==> src/rtl/h_rx_stream_12_7.sv <==
// Hamming(12,7) SECDED receive stream: decodes each accepted codeword,
// queues {ErrorD, ErrorC, data} in a small FIFO and keeps saturating
// counts of corrected and uncorrectable words.
module h_rx_stream_12_7 #(
  parameter int DEPTH       = 4,
  parameter bit DROP_UNCORR = 1'b0
) (
  input  logic        i_Clk,
  input  logic        i_Rst,
  input  logic        i_Valid,
  output logic        o_Ready,
  input  logic [11:0] i_CodeWord,
  output logic        o_Valid,
  input  logic        i_Ready,
  output logic [6:0]  o_DecodWord,
  output logic        o_ErrorC,
  output logic        o_ErrorD,
  input  logic        i_ClrCnt,
  output logic [7:0]  o_CntC,
  output logic [7:0]  o_CntD,
  output logic [3:0]  o_Level
);

  localparam int          PTR_W   = (DEPTH > 1) ? $clog2(DEPTH) : 1;
  localparam logic [3:0]  DEPTH_L = 4'(DEPTH);

  // Decode path
  logic [4:0]  syndrome;
  logic [3:0]  errPos;
  logic [11:0] flipMask;
  logic [11:0] corrected;
  logic        decErrC;
  logic        decErrD;
  logic [8:0]  decWord;

  // Handshake
  logic accept;
  logic push;
  logic pop;

  // State
  logic [PTR_W-1:0] wrPtr_q, wrPtr_d;
  logic [PTR_W-1:0] rdPtr_q, rdPtr_d;
  logic [3:0]       level_q, level_d;
  logic [7:0]       cntC_q, cntC_d;
  logic [7:0]       cntD_q, cntD_d;
  logic             readyEn_q;
  logic [8:0]       mem [DEPTH];
  logic [8:0]       headWord;

  // Recompute parity, form the syndrome and correct a single-bit error
  always_comb begin
    syndrome[0] = i_CodeWord[0] ^ (^i_CodeWord[11:1]);
    syndrome[1] = i_CodeWord[1] ^ i_CodeWord[3] ^ i_CodeWord[5] ^ i_CodeWord[7]
                  ^ i_CodeWord[9] ^ i_CodeWord[11];
    syndrome[2] = i_CodeWord[2] ^ i_CodeWord[3] ^ i_CodeWord[6] ^ i_CodeWord[7]
                  ^ i_CodeWord[10] ^ i_CodeWord[11];
    syndrome[3] = i_CodeWord[4] ^ i_CodeWord[5] ^ i_CodeWord[6] ^ i_CodeWord[7];
    syndrome[4] = i_CodeWord[8] ^ i_CodeWord[9] ^ i_CodeWord[10] ^ i_CodeWord[11];
    errPos      = syndrome[4:1];
    flipMask    = '0;
    decErrC     = 1'b0;
    decErrD     = 1'b0;
    if (syndrome != 5'd0) begin
      if (syndrome[0] && (errPos < 4'd12)) begin
        flipMask = 12'd1 << errPos;
        decErrC  = 1'b1;
      end else begin
        decErrD = 1'b1;
      end
    end
    corrected = i_CodeWord ^ flipMask;
    decWord   = {decErrD, decErrC, corrected[11:9], corrected[7:5], corrected[3]};
  end

  assign accept = i_Valid && o_Ready;
  assign push   = accept && !(DROP_UNCORR && decErrD);
  assign pop    = o_Valid && i_Ready;

  // Next-state for pointers, occupancy and the saturating error counters
  always_comb begin
    wrPtr_d = wrPtr_q;
    rdPtr_d = rdPtr_q;
    level_d = level_q;
    cntC_d  = cntC_q;
    cntD_d  = cntD_q;
    if (push) begin
      wrPtr_d = wrPtr_q + 1'b1;
    end
    if (pop) begin
      rdPtr_d = rdPtr_q + 1'b1;
    end
    case ({push, pop})
      2'b10:   level_d = level_q + 4'd1;
      2'b01:   level_d = level_q - 4'd1;
      default: level_d = level_q;
    endcase
    if (i_ClrCnt) begin
      cntC_d = '0;
      cntD_d = '0;
    end else begin
      if (accept && decErrC && (cntC_q != 8'hFF)) begin
        cntC_d = cntC_q + 8'd1;
      end
      if (accept && decErrD && (cntD_q != 8'hFF)) begin
        cntD_d = cntD_q + 8'd1;
      end
    end
  end

  // Control state; readyEn_q holds o_Ready low until the first edge after reset
  always_ff @(posedge i_Clk or posedge i_Rst) begin
    if (i_Rst) begin
      wrPtr_q   <= '0;
      rdPtr_q   <= '0;
      level_q   <= '0;
      cntC_q    <= '0;
      cntD_q    <= '0;
      readyEn_q <= 1'b0;
    end else begin
      wrPtr_q   <= wrPtr_d;
      rdPtr_q   <= rdPtr_d;
      level_q   <= level_d;
      cntC_q    <= cntC_d;
      cntD_q    <= cntD_d;
      readyEn_q <= 1'b1;
    end
  end

  // Storage needs no reset: an empty FIFO masks whatever the entries hold
  always_ff @(posedge i_Clk) begin
    if (push) begin
      mem[wrPtr_q] <= decWord;
    end
  end

  assign headWord    = o_Valid ? mem[rdPtr_q] : 9'd0;
  assign o_Valid     = (level_q != 4'd0);
  assign o_Ready     = readyEn_q && (level_q < DEPTH_L);
  assign o_DecodWord = headWord[6:0];
  assign o_ErrorC    = headWord[7];
  assign o_ErrorD    = headWord[8];
  assign o_CntC      = cntC_q;
  assign o_CntD      = cntD_q;
  assign o_Level     = level_q;

endmodule

==> config.mk <==
export PLATFORM = sky130hd
export DESIGN_NAME = h_rx_stream_12_7
export DESIGN_NICKNAME = d
export VERILOG_FILES = /design/src/rtl/h_rx_stream_12_7.sv
export SDC_FILE = /design/constraint.sdc
export NUM_CORES = 1
export LEC_CHECK = 0
export ABC_AREA = 1
export BUFFER_PORTS_ARGS = -buffer_cell sky130_fd_sc_hd__buf_2
export CAP_MARGIN = 5
export CORE_ASPECT_RATIO = 0.5
export CORE_MARGIN = 4
export CORE_UTILIZATION = 54
export CTS_BUF_LIST = sky130_fd_sc_hd__clkbuf_4
export CTS_CLUSTER_SIZE = 40
export DETAILED_ROUTE_END_ITERATION = 8
export PLACE_DENSITY_LB_ADDON = 0.2
export SETUP_SLACK_MARGIN = 0.5
export SLEW_MARGIN = 20
export SYNTH_ARGS = -nofsm -noshare
export SYNTH_HDL_FRONTEND = slang
export SYNTH_SLANG_ARGS = --single-unit
export TNS_END_PERCENT = 1
==> constraint.sdc <==
create_clock -name i_Clk -period 2.1 [get_ports i_Clk]
set_clock_uncertainty 0.05 [all_clocks]
set_input_delay 0.21 -clock i_Clk [delete_from_list [all_inputs] [get_ports i_Clk]]
set_output_delay 0.21 -clock i_Clk [all_outputs]
set_load 0.01 [all_outputs]
==> impl_results.md <==
* Post-Synthesis Cells at just over 400
* Max-slew violation count at 0
* Vias in the first global route at ~2500
* Area growth syn-to-layout at 22.19%
* Crit end category: register
* Fraction of power spent switching nets at about two fifths
* CTS tree: yes
* Root buf cell: clkbuf_4
* Final critical-path share of the clock period at 100.1%
* Hold crit path type: input port to register
* Num CTS Buffers at 9
* Yosys Warn Count at 0
* Initial Util at between 50 and 60%
* Status: complete, but fails checks
* Final antenna-violating net count at 0
* Max VDD drop at ~0.00049 V
* Final net count at 506
* Unrepaired setup endpoints after global routing: yes
* HP Start: i_Ready
* P_sw at 1719 uW
* PD cells at between 900 and 1000 nW/um2
* Clk sink count at a little over 60
* Net count after synthesis at 436
* Final WL at ~7500 um
* Drt drc at 0
* Ratio of cells with drive above 1 in the final layout at a little under a third
* Hold slack at roughly 140 ps
* Mean Syn Cell Area at 8.645 um2
* Combinational share of power at between 40% and 50%
* Failing checks: setup timing
* Finish-stage setup viols at 1
* Leading area contributor after synthesis: edfxtp_1
* Min Tclk post-route at roughly 2100 ps
* Final Hold Viols at 0
* Gpl congestion at 0.8769
* Vias per cell at around 5.0
* DRT Pass-1 Iters at 4
* Crit path from: o_Level[3]
* Seq/Total Area, Yosys at about half
* Mapped cell area at between 3000 and 4000 um2
* Fin worst setup slack at -1.980 ps
* Die Span Y at 65.22 um
* Detail Placement HPWL at 5115 um
* WS Path Type: register to register
* I/O Pins at 48
* R2R Setup Slk at -2 ps
* Share of power burned in registers at a little under two fifths
* CORE AREA at ~6200 um2
* P_int at ~2500 uW
* Port Buffers at 47
* Detailed Route Iter0 Violations at roughly 240
* # rows at 20
* Critical Path RT at approximately 2400 ps
* Yosys reg bits at between 60 and 70
* Setup TNS at -1.980 ps
* Fillcell total at 491
* CP startpoint kind: register
* Total track usage at about a fifth
* Avg WL per Cell at between 10 and 15 um
* Initial antenna violation count at 0
* Top cell type's share of synthesized area at a little under a third
* Leakage at about 0.002 uW
* Worst skew pair latency at roughly 400 ps
* Maxcap violations at 0
* Total chip power at about 4200 uW
* H-tree levels at 3
* Post-layout util at between 60% and 70%
* Crit path DAT at 2350 ps
* Fmax at between 400 and 500 MHz
* DIE AREA at between 7000 and 8000 um2
* Total global routing overflow at 0
* Clk pwr share at roughly 17%
* Worst-path clk slew at roughly 110 ps
* Placed cell area at 3956 um2
* Library cells used by synthesis at 38
* FF-to-FF Start: o_Level[3]
* DIE WIDTH at between 100 and 150 um
* First-pass GRT wire length at approximately 12000 um
* Vias after detailed routing at about 2800
* Largest net degree at the start of global routing at 26
* Critical path fanouts, max at 3
* Fin area at 4320 um2
* Clk buf depth at 2
* Synth top area cells: edfxtp_1 (31%), dfrtp_1 (18%), nand2_1 (9.8%)
* Diodes inserted at 0
==> worst paths after layout <==
| path | end | cells past startpoint |
|---|---|---|
| setup / recovery | o_Level[3] | 13 |
| hold / removal | rdPtr_q[0] | 5 |
| setup reg to reg | o_Level[3] | 13 |
| hold reg to reg | o_CntD[4] | 2 |
| max in group asynchronous | o_Level[1] | 4 |
| min in group asynchronous | o_Level[2] | 4 |
==> routing by layer <==
| layer | vias to the layer above | GRT usage [%] | part of all wire [%] |
|---|---|---|---|
| li1 | 1469 | - | - |
| met1 | 1296 | 26.91 | 47 |
| met2 | 71 | 31.10 | 47 |
| met3 | 7 | 6.449 | 5.3 |
| met4 | 0 | 6.416 | 0.54 |
| met5 | - | 0 | 0 |
==> registers in the layout, summed over array words and instances (netlist names) <==
register   count
o_Level        4
rdPtr_q        2
o_CntD         8
wrPtr_q        2
mem           36
readyEn_q      1
o_CntC         8
==> placed cells by master (no fill, tap or decap), types with 4 or more instances in the layout <==
cell type   instances
a21oi_1             9
buf_2              45
buf_4              11
buf_6               8
clkbuf_4            9
clkinvlp_4          4
dfrtp_1            22
edfxtp_1           36
ha_1                5
inv_1              30
inv_2              13
nand2_1            83
nand2_2            16
nand2_4             6
nand3_1            33
nand3_2             5
nor2_1             60
nor2_2              8
nor3b_1             4
o21ai_0            11
o21ai_1            11
xnor2_1             5
xor2_1             12
==> synthesized netlist by cell type (all sizes together) <==
| cell | count |
|---|---|
| a31oi | 1 |
| a41oi | 1 |
| nand3 | 40 |
| nor3 | 2 |
| edfxtp | 36 |
| a21oi | 10 |
| conb | 1 |
| dfrtp | 25 |
| xnor2 | 6 |
| ha | 9 |
| dlygate4sd3 | 1 |
| nand3b | 2 |
| a211oi | 1 |
| nor2 | 69 |
| nand4 | 3 |
| clkinv | 2 |
| xor2 | 14 |
| o21ai | 22 |
| nand2 | 107 |
| buf | 1 |
| nor3b | 6 |
| clkbuf | 5 |
| inv | 44 |
| fa | 1 |
==> logic make-up after synthesis <==
kind of cell,synth area share [%]
simple gates,30.89
flops,48.27
buf+inv,6.263
compound gates,5.556
xor+xnor,5.166
fa+ha+maj,3.751
other cells,0.1061
==> through the flow <==
| stage | setup slack, ps | cells |
|---|---|---|
| floorplan | 26.32 | 409 |
| global placement | 94.47 | 548 |
| detailed placement | 70.13 | 548 |
| CTS | 42.52 | 568 |
| global route | -120.2 | 572 |
| finish | -1.980 | 572 |
==> what timing repair did <==
action | CTS | global route
gates resized for setup | 2 | 59
hold buffers | 1 | 0
pin swaps | 2 | 34
endpoints found under the setup margin | 66 | 71
buffers inserted | 3 | 4
hold endpoints to repair | 25 | 0
==> power by group through the flow <==
stage	clock (uW)	sequential, uW	combinational (uW)
finish	712	1560	1950
detailed placement	0	1570	1660
global route	811	1580	2180
floorplan	0	1580	1120
global placement	0	1560	1640
CTS	736	1530	1730
==> worst max-delay path, cell delays in order (launching register included) <==
cell      delay (ps)
dfrtp_2          460
nor2_2           140
nand3_2          100
nand2_2           80
inv_2             50
ha_4             180
ha_4             230
nand2_2           60
nor2_1            40
a211oi_2         220
nor2_1            70
nor2_1           110
nand2_1           80
xnor2_1          120
==> final cells by class <==
type	instances	area [um2]	share of cell area, %
Clock buffer	9	67.56	1.564
Clock inverter	7	50.05	1.158
Inverter	46	183.9	4.257
Multi-Input combinational cell	295	1770	40.98
Sequential cell	61	1710	39.59
Tap cell	88	110.1	2.549
Timing Repair Buffer	66	427.9	9.904
No activity file was read; power rests on OpenSTA's default activity.
